$ cat src/rtl/cam_bank_scheduler.sv
// Four-bank capture ring-buffer scheduler: hands the camera writer a free bank,
// exposes the oldest full bank to the CPU, and raises a level interrupt.
module cam_bank_scheduler #(
   parameter int unsigned DROP_CNT_W  = 16,
   parameter int unsigned FRAME_CNT_W = 16
) (
   input  logic        WBs_CLK_i,
   input  logic        WBs_RST_i,
   input  logic        WBs_CYC_i,
   input  logic        WBs_STB_i,
   input  logic        WBs_WE_i,
   input  logic [1:0]  WBs_ADR_i,
   input  logic [31:0] WBs_DAT_i,
   output logic [31:0] WBs_DAT_o,
   output logic        WBs_ACK_o,
   input  logic        frame_start_i,
   input  logic        bank_done_i,
   output logic [1:0]  prod_bank_o,
   output logic        prod_wr_en_o,
   output logic        irq_o
);

   localparam int unsigned NUM_BANKS = 4;
   localparam logic [1:0] ADR_CTRL    = 2'd0;
   localparam logic [1:0] ADR_STATUS  = 2'd1;
   localparam logic [1:0] ADR_RELEASE = 2'd2;
   localparam logic [1:0] ADR_FRAME   = 2'd3;

   typedef enum logic [2:0] {
      IDLE       = 3'd0,
      WAIT_FRAME = 3'd1,
      FILL       = 3'd2,
      STALL      = 3'd3
   } state_t;

   state_t                   state, state_nxt;
   logic                     en, en_nxt, irq_en, irq_en_nxt;
   logic [NUM_BANKS-1:0]     full, full_nxt, full_set, full_clr;
   logic [1:0]               rd_ptr, rd_ptr_nxt, prod_bank_nxt, bank_after;
   logic                     ovr, ovr_nxt, relerr, relerr_nxt;
   logic [DROP_CNT_W-1:0]    drop_cnt, drop_cnt_nxt;
   logic [FRAME_CNT_W-1:0]   frame_cnt, frame_cnt_nxt;
   logic                     wr_dec, ctrl_wr, rel_wr;
   logic                     unused_dat;

   assign unused_dat = ^WBs_DAT_i[31:3];
   assign wr_dec     = WBs_CYC_i & WBs_STB_i & WBs_WE_i & ~WBs_ACK_o;
   assign ctrl_wr    = wr_dec & (WBs_ADR_i == ADR_CTRL);
   assign rel_wr     = wr_dec & (WBs_ADR_i == ADR_RELEASE) & WBs_DAT_i[0];
   assign bank_after = 2'(prod_bank_o + 2'd1);

   // State and register update
   always_ff @(posedge WBs_CLK_i or posedge WBs_RST_i) begin
      if (WBs_RST_i) begin
         state        <= IDLE;
         en           <= 1'b0;
         irq_en       <= 1'b0;
         full         <= '0;
         rd_ptr       <= '0;
         prod_bank_o  <= '0;
         ovr          <= 1'b0;
         relerr       <= 1'b0;
         drop_cnt     <= '0;
         frame_cnt    <= '0;
         prod_wr_en_o <= 1'b0;
         irq_o        <= 1'b0;
         WBs_ACK_o    <= 1'b0;
      end else begin
         state        <= state_nxt;
         en           <= en_nxt;
         irq_en       <= irq_en_nxt;
         full         <= full_nxt;
         rd_ptr       <= rd_ptr_nxt;
         prod_bank_o  <= prod_bank_nxt;
         ovr          <= ovr_nxt;
         relerr       <= relerr_nxt;
         drop_cnt     <= drop_cnt_nxt;
         frame_cnt    <= frame_cnt_nxt;
         prod_wr_en_o <= (state_nxt == FILL);
         irq_o        <= irq_en & ((full != '0) | ovr);
         WBs_ACK_o    <= WBs_CYC_i & WBs_STB_i & ~WBs_ACK_o;
      end
   end

   // Next-state: release/fill mask merge, FSM, then CLR override
   always_comb begin
      state_nxt     = state;
      en_nxt        = en;
      irq_en_nxt    = irq_en;
      rd_ptr_nxt    = rd_ptr;
      prod_bank_nxt = prod_bank_o;
      ovr_nxt       = ovr;
      relerr_nxt    = relerr;
      drop_cnt_nxt  = drop_cnt;
      frame_cnt_nxt = frame_cnt;
      full_set      = '0;
      full_clr      = '0;

      if (rel_wr) begin
         if (full[rd_ptr]) begin
            full_clr   = 4'b0001 << rd_ptr;
            rd_ptr_nxt = 2'(rd_ptr + 2'd1);
         end else begin
            relerr_nxt = 1'b1;
         end
      end
      if (en && (state == FILL) && bank_done_i)
         full_set = 4'b0001 << prod_bank_o;
      full_nxt = (full | full_set) & ~full_clr;

      if (en && frame_start_i)
         frame_cnt_nxt = FRAME_CNT_W'(frame_cnt + 1'b1);

      if (!en) begin
         state_nxt = IDLE;
      end else begin
         case (state)
            IDLE:       state_nxt = WAIT_FRAME;
            WAIT_FRAME: if (frame_start_i)
                           state_nxt = full_nxt[prod_bank_o] ? STALL : FILL;
            FILL: begin
               if (bank_done_i) begin
                  prod_bank_nxt = bank_after;
                  if (full_nxt[bank_after]) begin
                     state_nxt = STALL;
                     ovr_nxt   = 1'b1;
                  end
               end
            end
            STALL: begin
               if (bank_done_i && (drop_cnt != {DROP_CNT_W{1'b1}}))
                  drop_cnt_nxt = DROP_CNT_W'(drop_cnt + 1'b1);
               if (frame_start_i && !full_nxt[prod_bank_o])
                  state_nxt = FILL;
            end
            default:    state_nxt = IDLE;
         endcase
      end

      if (ctrl_wr) begin
         en_nxt     = WBs_DAT_i[0];
         irq_en_nxt = WBs_DAT_i[1];
         if (WBs_DAT_i[2]) begin
            full_nxt      = '0;
            rd_ptr_nxt    = '0;
            prod_bank_nxt = '0;
            ovr_nxt       = 1'b0;
            relerr_nxt    = 1'b0;
            drop_cnt_nxt  = '0;
            frame_cnt_nxt = '0;
            state_nxt     = WBs_DAT_i[0] ? WAIT_FRAME : IDLE;
         end
      end
   end

   // Combinational read mux
   always_comb begin
      WBs_DAT_o = '0;
      case (WBs_ADR_i)
         ADR_CTRL:   WBs_DAT_o = {30'd0, irq_en, en};
         ADR_STATUS: WBs_DAT_o = {16'(drop_cnt), 3'd0, 3'(state), relerr, ovr,
                                  rd_ptr, prod_bank_o, full};
         ADR_FRAME:  WBs_DAT_o = 32'(frame_cnt);
         default:    WBs_DAT_o = '0;
      endcase
   end

endmodule
$ cat config.mk
export PLATFORM = sky130hd
export DESIGN_NAME = cam_bank_scheduler
export DESIGN_NICKNAME = d
export VERILOG_FILES = /design/src/rtl/cam_bank_scheduler.sv
export SDC_FILE = /design/constraint.sdc
export NUM_CORES = 1
export LEC_CHECK = 0
export BUFFER_PORTS_ARGS = -buffer_cell sky130_fd_sc_hd__buf_4
export CELL_PAD_IN_SITES_DETAIL_PLACEMENT = 0
export CELL_PAD_IN_SITES_GLOBAL_PLACEMENT = 1
export CORE_AREA = 10 10 113 95
export DETAILED_ROUTE_END_ITERATION = 12
export DIE_AREA = 0 0 123 105
export PLACE_DENSITY = 0.8
export SLEW_MARGIN = 15
export SYNTH_ARGS = -nofsm -noshare
export SYNTH_HDL_FRONTEND = slang
export SYNTH_SLANG_ARGS = --single-unit
$ cat constraint.sdc
create_clock -name WBs_CLK_i -period 2.15 [get_ports WBs_CLK_i]
set_clock_uncertainty 0.15 [all_clocks]
set_input_delay 0.43 -clock WBs_CLK_i [delete_from_list [all_inputs] [get_ports WBs_CLK_i]]
set_output_delay 0.43 -clock WBs_CLK_i [all_outputs]
set_load 0.005 [all_outputs]
# Yosys cells after proc, flatten, opt, wreduce, memory -nomap -nowiden
# Index checks and enable logic that the tools add are counted.
# word_totals
inputBits,41
output_inout_bits,37
reg_bits,50
elab_cells,101
# op_classes
n_eq_ne,8
shifts,2
n_bitwise,13
add_sub_neg,4
order_cmp,3
mux,49
reduce_logical,9
# op_table
operator,count
$mux W16,8
$pmux W32 S3,1
$add A16 B1 Y16 const B,2
$mux W3,7
$mux W4,5
$mux W2,9
$ne A16 B16 Y1 const B,1
$mux W1,15
$pmux W3 S4,1
$eq A3 B2 Y1 const B,3
$lt A2 B3 Y1 const B,3
$and A1 B1 Y1,8
$shl A1 B2 Y4 const A,2
$bmux W1 S2,3
$logic_and A1 B1 Y1,5
$add A2 B1 Y2 const B,2
$and A4 B4 Y4,1
$eq A2 B2 Y1 const B,2
$not A4 Y4,1
$or A4 B4 Y4,1
$reduce_bool A4 Y1,1
$eq A3 B1 Y1 const B,1
$logic_not A3 Y1,1
$eq A2 B1 Y1 const B,1
other kinds (4),4

# Longest topological paths before layout
# logic_depth
word_depth,18
ltp_mapped,8
mapped_depth_nobuf,7

# Worst setup path after synthesis
# OpenSTA, ideal clock, no wires.
# synth_timing
kind,register -> register
from,register rd_ptr[1]
to,register state[0]
required_time_ns,1.896
t_arrival_ns,1.940
setup_time_ns,0.104
path_slack_ns,-0.043
synth_period_minus_slack_ns,2.193
path_stages_with_launch,8
path_buffers,1
cell_sequence,dfrtp_1 -> mux4_2 -> and3_1 -> buf_6 -> a211o_1 -> a21oi_2 -> o211ai_1 -> o41ai_2
# synth_via
elab_chain_len,15
elab_cells_between_ends,22
cone_classes,shift (1); mux (17); bitwise (2); reduce/logical (2)
# synth_lines
item,line_no,text
start: declaration,39,"logic [1:0] rd_ptr, rd_ptr_nxt, prod_bank_nxt, bank_after;"
start signal: assignment,73,rd_ptr <= rd_ptr_nxt;
$bmux W1 S2,100,if (full[rd_ptr]) begin
$mux W1 (implied by the code),100,
$mux W4 (*),100,
$mux W4 (*),99,if (rel_wr) begin
$not A4 Y4 (*),109,full_nxt = (full | full_set) & ~full_clr;
$and A4 B4 Y4 (*),109,
$bmux W1 S2,"120, 133",
$mux W1 (implied by the code),"120, 133",
$logic_not A1 Y1,133,if (frame_start_i && !full_nxt[prod_bank_o])
$logic_and A1 B1 Y1,133,
$mux W3,133,
$pmux W3 S4 (*),117,case (state)
$mux W3 (*),114,if (!en) begin
$mux W3,143,if (WBs_DAT_i[2]) begin
$mux W3 (*),140,if (ctrl_wr) begin
net state_nxt[0],36,"state_t state, state_nxt;"
end signal: assignment,69,state <= state_nxt;
end: declaration,36,
# The timed path passes the listed nets; every way through them passes the cells marked *. The select of a mux whose other input is x is not followed.
# A chain may end at the register's enable or synchronous reset.

# Worst setup path in the final report
# Same ends and word-level chain as after synthesis.

==> results.toml <==
[clock_tree]
cts_tree = "yes"
cts_hold_buf = 0
numCtsBuffers = 5
clkSinkCount = 50
clk_pin_slew_ps = 100
clk_latency_ps = 310
cts-root-buf = "clkbuf_8"
clk_path_buf_depth = 2
cts.htree.levels = 2

[setup_path]
path_depth = 6
crit_slowest_cell = "mux4_2"
crit_top_cell = "o211ai_1"
r2r.worst_path.cells = 6
critPathCaptureType = "register"
crit_chain = "mux4_2, and3_4, a211o_1, o211ai_1, o211ai_1, o41ai_2"
path_class = "register to register"
max_stage_delay_ps = 520
rrSetupSlack_ps = 20
cp_max_fo = 9
cp.arrival_ps = 2200
path_buf_inv = 0
cp.required_ps = 2220
path_delay_family = "compound AO/OA/AOI/OAI gates"
r2r-start = "rd_ptr[1]$_DFF_PP0_"
worstReg2RegEnd = "state[0]$_DFF_PP0_"
cp-start-kind = "register"

[global_route]
antenna_found_initial = 0
grt_max_degree = 51
grt.overflow.total = 0
grt_pass1_wl_um = 12600
grt_pass1_vias = 2426
grt_usage = 0.117

[sta]
tns_ps = 0
fin_crit_ps = 2130
rsz0062_at_grt = "yes"
finalHoldViolCount = 0
fin_hold_ws_ps = 10.1
setup_viol = 0
slew_violations = 0
period_share = 0.991
fmax_ghz = 0.469

[logic_synthesis]
syn_avg_cell_area_sq_um = 9.50
synth_xor_area_frac = 0.0857
synthCells = 312
synthAdderAreaFrac = 0.0422
synth.area.mux_share = 0.0739
synth-compound-area-share = 0.0794
synth_top_family_by_area = "simple AND/OR/NAND/NOR gates"
syn-cell-area_sq_mm = 0.00296
seq_area_frac_synth = 0.422
synth-simple-area-share = 0.267
syn_nets = 363
yosysTopAreaCellShare = 0.422
yosysTopAreaCell = "dfrtp_1"
synth-seq-cells = 50
yosys-top-cells-area = "dfrtp_1 (42%), xor2_1 (6.5%), nor2_1 (5.8%), and2_1 (4.9%), mux2i_1 (4.7%)"
ys_types = 45
yosys_warnings = 0

[floorplanning]
die_area_sq_mm = 0.0129
rows = 30
core_area_sq_mm = 0.00837
ioPinCount = 78
die_h_um = 105
die_x_um = 123
initial_core_util = 0.354

[routing]
num_vias = 2486
wire_per_inst_um = 15.1
wirelength_um = 7620
dr.max_layer_used = "met4"
route.detailed.drc = 0
detail_route.first_pass.iterations = 4
drtIter0Drc = 188
ant_nets = 0
wl_met3_um = 371
via_per_inst = 4.94
wl_met1_um = 3780
wl_met2_um = 3390

[outcome]
status = "finished clean"

[finish]
diodes = 0
fin_nets = 441
instances_no_fill = 503
drive_gt1_frac = 0.271
syn2layout_area_growth_pct = 31.1
multi_input_area_sq_mm = 0.00167
fill_cells = 781
final_util = 0.464
fin_area_sq_mm = 0.00388
final-seq-area_sq_mm = 0.00125

[placed_design]
numPortBuffers = 48
dp_hpwl_um = 5790
place_area_sq_mm = 0.00371
place_congestion = 0.853
dp_cells = 495

[pwr]
leakagePower_nw = 1.91
ir_worst_vdd_mv = 0.329
p_per_area_mw_per_mm2 = 726

[job]
drv_cap = 0

[min_path]
hold_class = "input port to asynchronous set/reset pin"
==> cells in the mapped netlist <==
cell      instances
inv_1             7
mux2_1            3
a22o_1            2
nor2b_1          15
a21o_1            2
or3_1             2
nand4_1          12
and4b_1           1
a21oi_1           9
nor4b_1           1
o21ai_0           2
a221o_1           1
buf_2             1
dfrtp_1          50
a31o_1            1
o21ai_1           1
o21a_1            1
clkbuf_1         10
xnor2_1           7
buf_6             1
ha_1             10
a211o_1           2
mux2i_1          14
a31oi_1           3
xor2_1           22
a311oi_1          1
nor2_1           46
or4_1             1
and3b_1           2
and2_1           23
a41oi_2           1
nor3b_1           1
nand2b_1          1
nor4_1            1
and4_1            5
nand2_1          20
a21oi_2           1
o41ai_2           1
nand3_1          12
conb_1            1
mux4_2            2
o211ai_1          3
and3_1            8
a211oi_1          1
buf_1             1
==> sequential cells by signal (all words and copies together), names as in the netlist <==
signal	count
prod_wr_en_o	1
prod_bank_o	2
WBs_ACK_o	1
relerr	1
frame_cnt	16
en	1
drop_cnt	16
full	4
irq_en	1
irq_o	1
ovr	1
rd_ptr	2
state	3
==> per-stage QoR <==
step | setup slack (ps) | total power, W
finish | 19.8 | 0.00282
global route | -66.8 | 0.00300
CTS | 27.0 | 0.00283
detailed placement | -6.30 | 0.00201
global placement | 14.0 | 0.00198
floorplan | -40.2 | 0.00161
==> worst register-to-register path, delay by kind of cell (launching register included) <==
family / cells / cell delay [ps]
compound gates: 4 / 780
flops: 1 / 380
mux: 1 / 520
simple gates: 1 / 220
==> power by group <==
part | internal, W | leakage, nW | total (W) | switching [W]
clock network | 0.000496 | 0.0714 | 0.000819 | 0.000323
logic | 0.000415 | 1.17 | 0.000817 | 0.000402
registers | 0.00106 | 0.674 | 0.00118 | 0.000125
==> cells in the final DEF (no fill, tap or decap), types with 10 or more instances in the layout <==
master / instances
nor2b_1: 15
nor2_1: 46
dfrtp_1: 49
nand4_1: 12
buf_4: 82
xor2_1: 22
ha_1: 10
mux2i_1: 14
nand2_1: 20
nand3_1: 12
and2_1: 22
==> area by class of cell <==
type / instances / area share
well taps: 112 / 0.0361
clock inverters: 2 / 0.0155
repair buffers: 84 / 0.169
flip-flops and latches: 50 / 0.322
inverters: 7 / 0.00676
clock buffers: 6 / 0.0213
multi-input cells: 242 / 0.429
==> logic make-up after synthesis <==
kind of cell / after synthesis
buf+inv: 20
mux: 19
simple gates: 151
flops: 50
xor+xnor: 29
fa+ha+maj: 10
compound gates: 32
other cells: 1
==> worst max path at each step <==
stage	from	end
floorplan	rd_ptr[1]$_DFF_PP0_	state[0]$_DFF_PP0_
global placement	WBs_ADR_i[0]	prod_wr_en_o$_DFF_PP0_
detailed placement	WBs_ADR_i[0]	prod_wr_en_o$_DFF_PP0_
CTS	rd_ptr[1]$_DFF_PP0_	state[0]$_DFF_PP0_
global route	rd_ptr[1]$_DFF_PP0_	state[0]$_DFF_PP0_
finish	rd_ptr[1]$_DFF_PP0_	state[0]$_DFF_PP0_
==> timing repair <==
item | 4_1_cts | 5_1_grt
gates resized for setup | 0 | 8
setup endpoints to repair | 0 | 8
setup buffers | 0 | 0
==> routing by layer <==
metal,track usage,vias up
met4,0.0299,0
met3,0.0231,6
li1,-,1234
met5,0,-
met1,0.167,1207
met2,0.176,39
Power figures use the tool's default switching activity.
